### config.mk
export PLATFORM = sky130hd
export DESIGN_NAME = chip8_vram_arbiter
export DESIGN_NICKNAME = d
export VERILOG_FILES = /design/src/rtl/chip8_pkg.sv /design/src/rtl/chip8_vram_clear.sv /design/src/rtl/chip8_vram_arbiter.sv
export SDC_FILE = /design/constraint.sdc
export NUM_CORES = 1
export LEC_CHECK = 0
export BUFFER_PORTS_ARGS = -buffer_cell sky130_fd_sc_hd__buf_2
export CAP_MARGIN = 15
export CORE_MARGIN = 3
export CORE_UTILIZATION = 43
export DETAILED_ROUTE_END_ITERATION = 7
export PLACE_DENSITY = 0.77
export SETUP_SLACK_MARGIN = 0.3
export SLEW_MARGIN = 20
export SYNTH_ARGS = -nofsm -noshare
export SYNTH_HDL_FRONTEND = slang
export SYNTH_SLANG_ARGS = --single-unit
### constraint.sdc
create_clock -name clock -period 1.85 [get_ports clock]
set_input_delay 0.4625 -clock clock [delete_from_list [all_inputs] [get_ports clock]]
set_output_delay 0.4625 -clock clock [all_outputs]
set_load 0.02 [all_outputs]
### src/rtl/chip8_pkg.sv
// Shared constants and arbiter state encoding for the CHIP-8 VRAM slice.
// CHIP8_VRAM_CLEAR_EN adds the CLEAR arbiter state.
package chip8_pkg;

  localparam int VRAM_ROWS = 32;
  localparam int ADDR_W    = 5;
  localparam int DATA_W    = 64;

  typedef enum logic [1:0] {
    ST_IDLE  = 2'd0,
    ST_DISP  = 2'd1,
    ST_CPU   = 2'd2
`ifdef CHIP8_VRAM_CLEAR_EN
    , ST_CLEAR = 2'd3
`endif
  } arb_state_e;

endpackage

### src/rtl/chip8_vram_clear.sv
// Clear engine: walks rows 0..VRAM_ROWS-1 writing zeros whenever the arbiter grants it.
// Only instantiated when CHIP8_VRAM_CLEAR_EN is defined.
module chip8_vram_clear #(
  parameter int ROW_W = 5
) (
  input  logic             clock,
  input  logic             reset,
  input  logic             clear_req,
  input  logic             clear_gnt,
  output logic             clear_busy,
  output logic             clear_want,
  output logic [ROW_W-1:0] clear_row
);
  import chip8_pkg::*;

  localparam logic [ROW_W-1:0] LAST_ROW = ROW_W'(VRAM_ROWS - 1);

  logic             busy_r;
  logic             fin_r;
  logic [ROW_W-1:0] row_r;

  // Busy flag, row counter and the one-cycle tail after the last row is written.
  always_ff @(posedge clock or negedge reset) begin
    if (!reset) begin
      busy_r <= 1'b0;
      fin_r  <= 1'b0;
      row_r  <= {ROW_W{1'b0}};
    end else if (!busy_r) begin
      busy_r <= clear_req;
    end else if (fin_r) begin
      busy_r <= 1'b0;
      fin_r  <= 1'b0;
    end else if (clear_gnt) begin
      fin_r  <= (row_r == LAST_ROW);
      row_r  <= (row_r == LAST_ROW) ? {ROW_W{1'b0}} : row_r + ROW_W'(1);
    end else begin
      row_r  <= row_r;
    end
  end

  assign clear_busy = busy_r;
  assign clear_want = busy_r & ~fin_r;
  assign clear_row  = row_r;

endmodule

### src/rtl/chip8_vram_arbiter.sv
// Single-port VRAM arbiter between the CPU, the display scanout and an optional clear engine.
// Define CHIP8_VRAM_CLEAR_EN to build in the clear engine.
module chip8_vram_arbiter #(
  parameter int STARVE_LIMIT = 4,
  parameter int ADDR_W       = 5,
  parameter int DATA_W       = 64
) (
  input  logic              clock,
  input  logic              reset,
  input  logic              cpu_req,
  input  logic              cpu_write,
  input  logic [ADDR_W-1:0] cpu_addr,
  input  logic [DATA_W-1:0] cpu_wdata,
  output logic              cpu_gnt,
  output logic              cpu_rvalid,
  output logic [DATA_W-1:0] cpu_rdata,
  input  logic              disp_req,
  input  logic [ADDR_W-1:0] disp_addr,
  output logic              disp_gnt,
  output logic              disp_rvalid,
  output logic [DATA_W-1:0] disp_rdata,
  input  logic              clear_req,
  output logic              clear_busy,
  output logic [ADDR_W-1:0] mem_addr,
  output logic [DATA_W-1:0] mem_wdata,
  output logic              mem_write,
  input  logic [DATA_W-1:0] mem_rdata
);
  import chip8_pkg::*;

  localparam int                   STARVE_W   = $clog2(STARVE_LIMIT + 1);
  localparam logic [STARVE_W-1:0]  STARVE_MAX = STARVE_W'(STARVE_LIMIT);

  arb_state_e          state_r;
  arb_state_e          next_s;
  logic [STARVE_W-1:0] starve_r;
  logic                starved_s;
  logic                cpu_ok_s;
  logic                clr_block_s;
  logic                cpu_pend_r;
  logic                disp_pend_r;

`ifdef CHIP8_VRAM_CLEAR_EN
  logic                clr_want_s;
  logic                clr_gnt_s;
  logic [ADDR_W-1:0]   clr_row_s;

  assign clr_gnt_s = (next_s == ST_CLEAR);

  chip8_vram_clear #(
    .ROW_W (ADDR_W)
  ) u_clear (
    .clock      (clock),
    .reset      (reset),
    .clear_req  (clear_req),
    .clear_gnt  (clr_gnt_s),
    .clear_busy (clear_busy),
    .clear_want (clr_want_s),
    .clear_row  (clr_row_s)
  );

  // The CPU is held off from the cycle a clear is requested until the clear engine is idle again.
  assign clr_block_s = clear_busy | clear_req;
`else
  logic unused_clear_s;
  assign unused_clear_s = clear_req;
  assign clear_busy     = 1'b0;
  assign clr_block_s    = 1'b0;
`endif

  assign starved_s = (starve_r == STARVE_MAX);
  assign cpu_ok_s  = cpu_req & ~clr_block_s;

  // Per-cycle winner: starved CPU, then scanout, then clear engine, then CPU.
  always_comb begin
    next_s = ST_IDLE;
    if (starved_s && cpu_ok_s) begin
      next_s = ST_CPU;
    end else if (disp_req) begin
      next_s = ST_DISP;
`ifdef CHIP8_VRAM_CLEAR_EN
    end else if (clr_want_s) begin
      next_s = ST_CLEAR;
`endif
    end else if (cpu_ok_s) begin
      next_s = ST_CPU;
    end else begin
      next_s = ST_IDLE;
    end
  end

  // Arbiter FSM: grants, VRAM command and starve counter all launch on the same edge.
  always_ff @(posedge clock or negedge reset) begin
    if (!reset) begin
      state_r   <= ST_IDLE;
      starve_r  <= {STARVE_W{1'b0}};
      cpu_gnt   <= 1'b0;
      disp_gnt  <= 1'b0;
      mem_addr  <= {ADDR_W{1'b0}};
      mem_wdata <= {DATA_W{1'b0}};
      mem_write <= 1'b0;
    end else begin
      state_r  <= next_s;
      cpu_gnt  <= (next_s == ST_CPU);
      disp_gnt <= (next_s == ST_DISP);

      if (!cpu_req || (next_s == ST_CPU)) begin
        starve_r <= {STARVE_W{1'b0}};
      end else if (!starved_s) begin
        starve_r <= starve_r + STARVE_W'(1);
      end else begin
        starve_r <= starve_r;
      end

      // Idle cycles keep the last address and data on the bus.
      case (next_s)
        ST_CPU: begin
          mem_addr  <= cpu_addr;
          mem_wdata <= cpu_wdata;
          mem_write <= cpu_write;
        end
        ST_DISP: begin
          mem_addr  <= disp_addr;
          mem_write <= 1'b0;
        end
`ifdef CHIP8_VRAM_CLEAR_EN
        ST_CLEAR: begin
          mem_addr  <= clr_row_s;
          mem_wdata <= {DATA_W{1'b0}};
          mem_write <= 1'b1;
        end
`endif
        default: begin
          mem_write <= 1'b0;
        end
      endcase
    end
  end

  // Read return pipe: VRAM answers one cycle after the command, captured one cycle later.
  always_ff @(posedge clock or negedge reset) begin
    if (!reset) begin
      cpu_pend_r  <= 1'b0;
      disp_pend_r <= 1'b0;
      cpu_rvalid  <= 1'b0;
      disp_rvalid <= 1'b0;
      cpu_rdata   <= {DATA_W{1'b0}};
      disp_rdata  <= {DATA_W{1'b0}};
    end else begin
      cpu_pend_r  <= (state_r == ST_CPU) && !mem_write;
      disp_pend_r <= (state_r == ST_DISP);
      cpu_rvalid  <= cpu_pend_r;
      disp_rvalid <= disp_pend_r;
      if (cpu_pend_r) begin
        cpu_rdata <= mem_rdata;
      end else begin
        cpu_rdata <= cpu_rdata;
      end
      if (disp_pend_r) begin
        disp_rdata <= mem_rdata;
      end else begin
        disp_rdata <= disp_rdata;
      end
    end
  end

endmodule

# Word-level counts from Yosys, hierarchy flattened
# Cells that the tools add are included.
[totals]
elab_cells = 33
reg_bits = 209
output_inout_bits = 203
[classes]
addsub = 1
mux = 7
eq_ne = 6
reduce_logical = 6
[ops]
columns = ["cell", "count"]
rows = [
  ["5-bit one-hot mux with 2 select lines", 1],
  ["2-bit 2-to-1 mux", 3],
  ["3-bit 2-to-1 mux", 2],
  ["2-bit by 1-bit equality test with 1-bit output (second input constant)", 2],
  ["2-bit equality test (second input constant)", 2],
  ["3-bit by 1-bit adder with 3-bit output (second input constant)", 1],
  ["3-bit equality test (second input constant)", 1],
  ["1-bit logical AND", 2],
  ["1-bit logical NOT", 2],
  ["2-bit by 1-bit inequality test with 1-bit output (second input constant)", 1],
  ["2-bit nonzero test", 1],
  ["1-bit logical OR", 1],
  ["1-bit 2-to-1 mux", 1],
]

# Logic depth before layout (Yosys ltp)
# Gate-level depths: netlist of run 1.
[depth]
depth_word = 6
mapped_depth = 12

# Worst setup path after synthesis of run 1
# OpenSTA, ideal clock, no wires.
[synth_timing]
path_type = "register to register"
startpoint = "register starve_r[0]"
endpoint = "register mem_wdata[26]"
period_less_slack_ns = 1.952
slack_ns = -0.102
arrival_time_ns = 1.827
required_time_ns = 1.725
path_buffers = 3
stages_incl_launch_ff = 11
path_cell_list = "dfrtp_1 inv_1 ha_1 nand2_1 nand2_1 and2_1 ha_1 buf_6 buf_6 buf_6 mux2_4"
[synth_between]
elab_chain_len = 4
[synth_lines]
columns = ["element", "line_no", "source"]
rows = [
  ["start: declaration", "chip8_vram_arbiter.sv:36", "logic [STARVE_W-1:0] starve_r;"],
  ["start signal: assignment", "chip8_vram_arbiter.sv:96", "starve_r <= {STARVE_W{1'b0}};"],
  ["start signal: assignment", "chip8_vram_arbiter.sv:108", "starve_r <= {STARVE_W{1'b0}};"],
  ["start signal: assignment", "chip8_vram_arbiter.sv:110", "starve_r <= starve_r + STARVE_W'(1);"],
  ["3-bit equality test", "chip8_vram_arbiter.sv:71", "assign starved_s = (starve_r == STARVE_MAX);"],
  ["1-bit logical AND", "chip8_vram_arbiter.sv:77", "if (starved_s && cpu_ok_s) begin"],
  ["2-bit 2-to-1 mux", "chip8_vram_arbiter.sv:77", ""],
  ["net next_s[1]", "chip8_vram_arbiter.sv:35", "arb_state_e next_s;"],
  ["2-bit equality test", "chip8_vram_arbiter.sv:116", "case (next_s)"],
  ["end signal: assignment", "chip8_vram_arbiter.sv:100", "mem_wdata <= {DATA_W{1'b0}};"],
  ["end signal: assignment", "chip8_vram_arbiter.sv:119", "mem_wdata <= cpu_wdata;"],
  ["end: declaration", "chip8_vram_arbiter.sv:25", "output logic [DATA_W-1:0] mem_wdata,"],
]
# The timed path passes the listed nets, and every way through them passes these cells.
# A chain may end at the register's enable or synchronous reset.

# Final worst setup path of run 1
[layout_timing]
startpoint = "register starve_r[1]"
endpoint = "register mem_wdata[32]"
# Same word-level chain as after synthesis.

==> results of run 1 <==
what timing repair did:
action	in CTS	in global routing
cloned	2	0
gates resized for setup	10	20
buffers inserted	11	4
hold buffers	1	0
endpoints found under the hold margin	45	0
endpoints found under the setup margin	72	84
pin swaps	3	3
cell usage after synthesis (all sizes together) (2+ instances only):
cell | number | area, um^2
buf | 25 | 181
mux2i | 5 | 50.1
ha | 5 | 62.6
dfrtp | 209 | 5230
a21oi | 2 | 10.0
nand2 | 10 | 37.5
nor2b | 2 | 12.5
and2 | 2 | 12.5
inv | 4 | 15.0
nor3b | 2 | 15.0
mux2 | 193 | 2230
o21ai | 7 | 35.0
critical path, stage by stage (launching register included):
cell and delay (ns):
dfrtp_1 0.36, inv_2 0.05, ha_4 0.17, nand2_4 0.06, nand2_2 0.05, and2_4 0.15, ha_4 0.17, buf_12 0.14
buf_12 0.12, buf_16 0.13, mux2_4 0.29
per-layer routing:
layer	vias up	track usage, %
li1	2421	-
met1	2633	21.5
met2	218	33.0
met3	41	4.52
met4	0	6.31
met5	-	0
metrics by stage:
stage / cells / cell area (um^2) / util (%) / setup WS [ns] / hold WS [ns]
final: 1100 / 11200 / 62.0 / 0.0275 / 0.195
after global routing: 1100 / 11200 / 62.0 / -0.0269 / 0.175
after CTS: 1095 / 11100 / 61.5 / 0.0347 / 0.168
after detailed placement: 1042 / 10100 / 56.2 / -0.00401 / 0.407
after global placement: 1042 / 10100 / 56.2 / 0.0454 / 0.403
after floorplan: 471 / 7980 / - / 0.0692 / 0.167
sequential cells by signal, summed over array words and instances (netlist names):
register	cells
cpu_pend_r	1
mem_addr	5
disp_pend_r	1
mem_write	1
disp_rdata	64
mem_wdata	64
disp_rvalid	1
disp_gnt	1
cpu_rdata	64
state_r	2
starve_r	3
cpu_rvalid	1
cpu_gnt	1
power by group through the flow:
stage,clock network [uW],logic [uW],registers [uW]
after CTS,4700,3560,5860
after detailed placement,0,3500,5930
after global placement,0,3430,5880
after global routing,4880,3810,5970
final,4560,3580,5870
after floorplan,0,995,6970
cell type report:
class / count / area, um^2 / area share, %
Sequential cell: 209 / 5230 / 46.8
Tap cell: 229 / 287 / 2.56
Multi-Input combinational cell: 233 / 2560 / 22.9
Clock buffer: 29 / 628 / 5.62
Clock inverter: 10 / 129 / 1.15
Timing Repair Buffer: 385 / 2320 / 20.8
Inverter: 4 / 15.0 / 0.134
Antenna cell: 1 / 2.50 / 0.0224
path summary, 6_finish.rpt:
kind | endpoint | slack (ns)
setup / recovery | mem_wdata[32] | 0.03
hold / removal | mem_wdata[56] | 0.20
setup reg to reg | mem_wdata[32] | 0.03
hold reg to reg | disp_pend_r | 0.41
max in group asynchronous | cpu_rdata[46] | 0.72
min in group asynchronous | disp_rdata[29] | 0.54
cells by family after synthesis:
logic type	share of synthesized area [%]
DFF	66.0
muxes	28.8
buffers and inverters	2.48
and+or+nand+nor	1.17
AOI/OAI and AO/OA	0.663
adders and majority gates	0.790
other	0.0473
==> run metrics, run 1 <==
period utilization=98.5%; CTS tree=done; worst min path class=primary input to flip-flop; WHS Path Cells=2; minimum clock period=1.82 ns; total core area=0.0180 mm^2; mapped cell area=0.00792 mm^2; FF-to-FF Start=starve_r[1]; Horiz. Die Dim=142 um; FP Rows=49; M1 WL=7190 um; DR vias/cell=4.83; clock-pin slew on the worst setup and hold paths=0.06 ns; Max Cap Viol=0; first-pass GRT wire length=29900 um; Area growth syn-to-layout=41.1%; register share of total power=41.9%; routed wl met2=10200 um; Total Nets Final=1004; vias in the first global route=5665; Power Total=14000 uW; 1st-iter DRT viols=97; worst skew pair latency=0.50 ns; Final Setup Violations=0; root buffer cell=clkbuf_16; crit start category=flip-flop; commonest non-fill, non-tap cells in the layout=332 x buf_2, 207 x dfrtp_1, 177 x mux2_2; Syn Area/Cell=16.8 um^2; Max VDD drop=0.995 mV; Yosys warnings=0; CP Max Fanout=7; r2r worst-path depth=10; Synth Instances=471; top layer reached by signal wires=met4; sequential fraction of the synthesis area=66.0%; Int Pwr=9810 uW; post-route ant nets=0; hold_sp=cpu_wdata[56]; RSZ-0062 raised after global routing=yes; Fmax achieved=0.549 GHz; routed vias=5313; fillcell total=1375; Worst-Margin Slew=0.500 ns; drt wl/cell=17.7 um; TritonCTS Buffers=22; critical path class=flip-flop to flip-flop; H-tree Lvls=1; Overflow after GRT=0; num ports=347; placer congestion estimate=0.782; power share of the clock group=32.5%; starting density of the core=43.9%; prevailing post-synth register cell=dfrtp_1; ys async rst share=100%; GRT Util Overall=18.4%; fin. max-slew vios=0; NetSw=4200 uW; layout cells sized above 1=72.3%; Clock Skew=0.00933 ns; CP Capture Type=flip-flop; DP HPWL=14400 um; antenna violations before repair=1; DRC Markers=0; drt first pass iters=4; max_slew headroom=66.6%; clock tree buffer depth=3; Power Dens Cells=1250 mW/mm^2; Comb pwr share=25.6%; largest net degree at the start of global routing=54; EDFF count, synth=0; flops & latches, synth=209; commonest non-fill, non-tap cell in the layout=buf_2; post-synth cell types=21; status=finished, final reports clean; Die Footprint=0.0201 mm^2; syn nets=620; critical path required time=2.23 ns; wire length on met3=1540 um; Critical path origin=starve_r[1]; clock sink total=209; die height=142 um; Final Hold Fails=0; Net Sw Frac=30.0%; Leak Pwr=0.00544 uW; final WL=19500 um; Buffers on Ports=344; setup TNS=0 ns; CP Data Arrival Time=2.20 ns
Note: power is estimated with default switching activity, not from simulation.
==> inputs of run 2 (changes only) <==
--- a/config.mk
+++ b/config.mk
@@ -5,13 +5,16 @@
 export SDC_FILE = /design/constraint.sdc
 export NUM_CORES = 1
 export LEC_CHECK = 0
+export ABC_CLOCK_PERIOD_IN_PS = 1850
 export BUFFER_PORTS_ARGS = -buffer_cell sky130_fd_sc_hd__buf_2
 export CAP_MARGIN = 15
+export CORE_ASPECT_RATIO = 1.4
 export CORE_MARGIN = 3
 export CORE_UTILIZATION = 43
 export DETAILED_ROUTE_END_ITERATION = 7
 export PLACE_DENSITY = 0.77
 export SETUP_SLACK_MARGIN = 0.3
+export SKIP_CTS_REPAIR_TIMING = 1
 export SLEW_MARGIN = 20
 export SYNTH_ARGS = -nofsm -noshare
 export SYNTH_HDL_FRONTEND = slang
==> run 2 against run 1 <==
Compared with the run above: clock power down 7.0%; clock-buffer cell count down 1; core utilization down 0.77 points; die area up 0.12%; flip-flop and latch count unchanged; cell count down 0.55%; sequential power about the same; critical path type unchanged; setup slack better by 0.0062 ns; largest cell class unchanged; via count down 0.49%.
==> run metrics, run 2 (same netlist as run 1, synthesis figures left out) <==
final WL=19600 um; total core area=0.0180 mm^2; Max Cap Viol=0; TritonCTS Buffers=20; power share of the clock group=31.0%; largest registers=cpu_rdata: 64 flops, disp_rdata: 64 flops, mem_wdata: 64 flops; die height=167 um; Clock Skew=0.0119 ns; status=finished, final reports clean; Crit path top cell by count=ha_4; clock tree buffer depth=3; fillcell total=1424; setup TNS=0 ns; num ports=347; Final Hold Fails=0; clock sink total=209; layout cells sized above 1=71.9%; root buffer cell=clkbuf_16; r2r worst-path depth=9; Area growth syn-to-layout=39.1%; DP HPWL=14200 um; hold_sp=cpu_write; antenna cells=0; drt wl/cell=17.9 um; worst skew pair latency=0.48 ns; worst min path class=primary input to flip-flop; R2R setup slack=0.03 ns; Power Total=13600 uW; Buf/Inv on CP=3; pre-CTS setup slack=0.0269 ns; Worst Slack Setup Final=0.0337 ns; RSZ-0062 raised after global routing=yes; critical path required time=2.21 ns; post-route ant nets=0; largest net degree at the start of global routing=57; Placement Cell Area=0.0101 mm^2; CP Data Arrival Time=2.17 ns; FF-to-FF Start=starve_r[1]; DRC Markers=0; Worst-Margin Slew=0.504 ns; commonest non-fill, non-tap cell in the layout=buf_2; cell area after layout=0.0110 mm^2; 1st-iter DRT viols=167; H-tree Lvls=1; register share of total power=42.9%; commonest non-fill, non-tap cells in the layout=343 x buf_2, 207 x dfrtp_1, 159 x mux2_2; first-pass GRT wire length=29700 um; R2R Path End=mem_wdata[56]; Overflow after GRT=0; CTS tree=done; Final Setup Violations=0; crit start category=flip-flop; clock-pin slew on the worst setup and hold paths=0.06 ns; placer congestion estimate=0.791; FP Rows=58; DR vias/cell=4.83; Comb pwr share=26.1%; Die Footprint=0.0201 mm^2; final core utilization=61.2%; Leak Pwr=0.00539 uW; critical path, cell by cell=inv_2, ha_4, nand2_4, nand2_2, and2_4, ha_4, buf_12, buf_16, mux2_2; period utilization=98.2%; Int Pwr=9550 uW; Buffers on Ports=344; Worst path max stage delay=0.39 ns; vias in the first global route=5632; NetSw=4100 uW; Max VDD drop=0.879 mV; Power Dens Cells=1240 mW/mm^2; Worst Hold End=mem_write; WHS Path Cells=2; fin. max-slew vios=0; drt first pass iters=4; antenna violations before repair=0; CP Capture Type=flip-flop; critical path's slowest cell=dfrtp_1; starting density of the core=44.0%; critical path class=flip-flop to flip-flop; GRT Util Overall=18.5%; CP Max Fanout=11; Critical path origin=starve_r[1]; routed vias=5287; Fmax achieved=0.551 GHz; minimum clock period=1.82 ns; Total Nets Final=990; family with the most delay on the worst path=flip-flops; Net Sw Frac=30.0%; max_slew headroom=66.4%; Horiz. Die Dim=121 um
## run 2: cell type report
class                   count  area, um^2  area share (%)
clock inverters             7        87.6           0.795
flip-flops and latches    209        5230            47.5
clock buffers              28         612            5.55
inverters                   4        15.0           0.136
repair buffers            373        2140            19.4
well taps                 240         300            2.72
multi-input cells         233        2640            23.9
## run 2: how the worst max path moves through the flow
stage	end	cells after the start
2_1_floorplan	mem_wdata[26]	10
3_3_place_gp	mem_wdata[56]	8
3_5_place_dp	mem_wdata[24]	8
4_1_cts	mem_wdata[16]	8
5_1_grt	mem_wdata[22]	9
6_report	mem_wdata[56]	9
## run 2: stage by stage
stage	hold WS [ns]	instances
after floorplan	0.167	471
after global routing	0.184	1094
after CTS	-0.0408	1084
final	0.185	1094
after detailed placement	0.400	1049
after global placement	0.398	1049
## run 2: power by group through the flow
stage                     clock [uW]  sequential, uW  combinational, uW
final                           4240            5850               3560
after global routing            4550            5960               3780
after CTS                       4370            5850               3510
after detailed placement           0            5910               3510
after global placement             0            5880               3440
after floorplan                    0            6970                995
## run 2: per-layer routing
metal / track usage, % / up-vias / routed length, um
li1: - / 2375 / -
met1: 19.7 / 2629 / 6840
met2: 34.6 / 238 / 10600
met3: 4.93 / 45 / 1530
met4: 6.71 / 0 / 586
met5: 0 / - / 0
==> inputs of run 3 (changes only) <==
--- a/config.mk
+++ b/config.mk
@@ -10,9 +10,9 @@
 export CAP_MARGIN = 15
 export CORE_ASPECT_RATIO = 1.4
 export CORE_MARGIN = 3
-export CORE_UTILIZATION = 43
+export CORE_UTILIZATION = 40
 export DETAILED_ROUTE_END_ITERATION = 7
-export PLACE_DENSITY = 0.77
+export PLACE_DENSITY = 0.72
 export SETUP_SLACK_MARGIN = 0.3
 export SKIP_CTS_REPAIR_TIMING = 1
 export SLEW_MARGIN = 20
==> run 3 against run 2 <==
Compared with the run above: cell area up 1.3%; clock skew up 0.0011 ns; critical path depth unchanged; critical endpoint unchanged; largest cell class unchanged; largest power group unchanged.
==> run metrics, run 3 (same netlist as run 1, synthesis figures left out) <==
setup TNS=0 ns; multi-input logic area=0.00262 mm^2; fillcell total=1542; total core area=0.0194 mm^2; antenna violations before repair=0; H-tree Lvls=1; Overflow after GRT=0; 1st-iter DRT viols=148; Int Pwr=9550 uW; Crit path top cell by count=ha_4; worst min path class=primary input to flip-flop; status=finished, final reports clean; FP Rows=60; critical path, cell by cell=inv_2, ha_4, nand2_4, nand2_2, and2_4, ha_4, buf_12, clkbuf_16, mux2_2; DR vias/cell=4.76; register share of total power=42.9%; Worst path max stage delay=0.41 ns; Critical path origin=starve_r[1]; Horiz. Die Dim=125 um; Buffers on Ports=344; Max Cap Viol=0; CP Max Fanout=7; RSZ-0062 raised after global routing=yes; layout cells sized above 1=71.6%; NetSw=4130 uW; Worst Slack Setup Final=0.0315 ns; final core utilization=57.6%; crit start category=flip-flop; critical path class=flip-flop to flip-flop; num ports=347; hold_sp=cpu_wdata[35]; Max VDD drop=0.835 mV; FF-to-FF Start=starve_r[1]; Die Footprint=0.0216 mm^2; WHS Path Cells=2; final WL=19500 um; first-pass GRT wire length=30100 um; antenna cells=0; largest net degree at the start of global routing=47; commonest non-fill, non-tap cells in the layout=331 x buf_2, 207 x dfrtp_1, 159 x mux2_2; worst skew pair latency=0.49 ns; Worst Hold End=mem_wdata[35]; post-route ant nets=0; DRC Markers=0; Clock Skew=0.0130 ns; drt first pass iters=4; routed vias=5281; Final Hold Fails=0; Post-Route Hold Slack=0.200 ns; Total Nets Final=998; pre-CTS setup slack=0.0101 ns; starting density of the core=40.9%; Comb pwr share=26.5%; CTS tree=done; Final Setup Violations=0; R2R Path End=mem_wdata[56]; CP Capture Type=flip-flop; clock sink total=209; vias in the first global route=5678; critical path required time=2.22 ns; family with the most delay on the worst path=flip-flops; root buffer cell=clkbuf_16; clock tree buffer depth=3; power share of the clock group=30.6%; TritonCTS Buffers=20; GRT Util Overall=17.0%; CP Data Arrival Time=2.19 ns; clock-pin slew on the worst setup and hold paths=0.07 ns; placer congestion estimate=0.743; critical path's slowest cell=dfrtp_1; minimum clock period=1.82 ns; Leak Pwr=0.00544 uW; Area growth syn-to-layout=40.9%; Power Dens Cells=1230 mW/mm^2; fin. max-slew vios=0; largest registers=cpu_rdata: 64 flops, disp_rdata: 64 flops, mem_wdata: 64 flops; R2R setup slack=0.03 ns; commonest non-fill, non-tap cell in the layout=buf_2; die height=173 um; Fmax achieved=0.550 GHz; period utilization=98.3%; DP HPWL=14100 um; r2r worst-path depth=9; Buf/Inv on CP=3; Net Sw Frac=30.2%; drt wl/cell=17.6 um; Storage cell area=0.00523 mm^2
run 3: changes by cell type in the layout (fill, tap and decap cells not counted), moves of 4 or more:
| cell | before | now |
|---|---|---|
| buf_4 | 11 | 18 |
| buf_6 | 5 | 13 |
| buf_12 | 9 | 13 |
| clkbuf_8 | 7 | 1 |
| clkbuf_1 | 1 | 5 |
| buf_2 | 343 | 331 |
run 3: per-layer routing:
layer / GRT usage, % / up-vias / routed length (um)
met2: 31.7 / 223 / 10400
met4: 4.93 / 0 / 437
met3: 4.22 / 32 / 1470
met5: 0 / - / 0
met1: 19.1 / 2620 / 7130
li1: - / 2406 / -
run 3: worst max-delay path by stage:
stage | slack [ns] | depth (start not counted) | to
final | 0.03 | 9 | mem_wdata[56]
after floorplan | 0.07 | 10 | mem_wdata[26]
after CTS | -0.007 | 8 | mem_wdata[55]
after global routing | -0.03 | 9 | mem_wdata[17]
after detailed placement | 0.01 | 8 | mem_wdata[55]
after global placement | 0.04 | 8 | mem_wdata[6]
run 3: cell type report:
| class | count | area share (%) |
|---|---|---|
| well taps | 248 | 2.78 |
| repair buffers | 381 | 20.7 |
| clock inverters | 9 | 1.13 |
| multi-input cells | 233 | 23.5 |
| flip-flops and latches | 209 | 46.9 |
| clock buffers | 26 | 4.88 |
| inverters | 4 | 0.134 |
run 3: metrics by stage:
| step | cell area [um^2] | cells | total power, uW |
|---|---|---|---|
| 6_report | 11200 | 1110 | 13700 |
| 3_3_place_gp | 10100 | 1061 | 9320 |
| 2_1_floorplan | 7980 | 471 | 7960 |
| 5_1_grt | 11200 | 1110 | 14300 |
| 3_5_place_dp | 10100 | 1061 | 9410 |
| 4_1_cts | 10800 | 1096 | 13700 |
run 3: worst reg2reg max path, cell delays in order (launching register included):
cell and delay, ns:
dfrtp_1 0.41, inv_2 0.07, ha_4 0.15, nand2_4 0.06, nand2_2 0.07, and2_4 0.15, ha_4 0.15, buf_12 0.14
clkbuf_16 0.17, mux2_2 0.33
run 3: power groups by stage:
stage | Combinational (uW) | Clock (uW) | Sequential (uW)
after floorplan | 995 | 0 | 6970
after global placement | 3430 | 0 | 5890
after detailed placement | 3490 | 0 | 5920
after CTS | 3500 | 4330 | 5860
after global routing | 3830 | 4500 | 5980
final | 3620 | 4190 | 5870
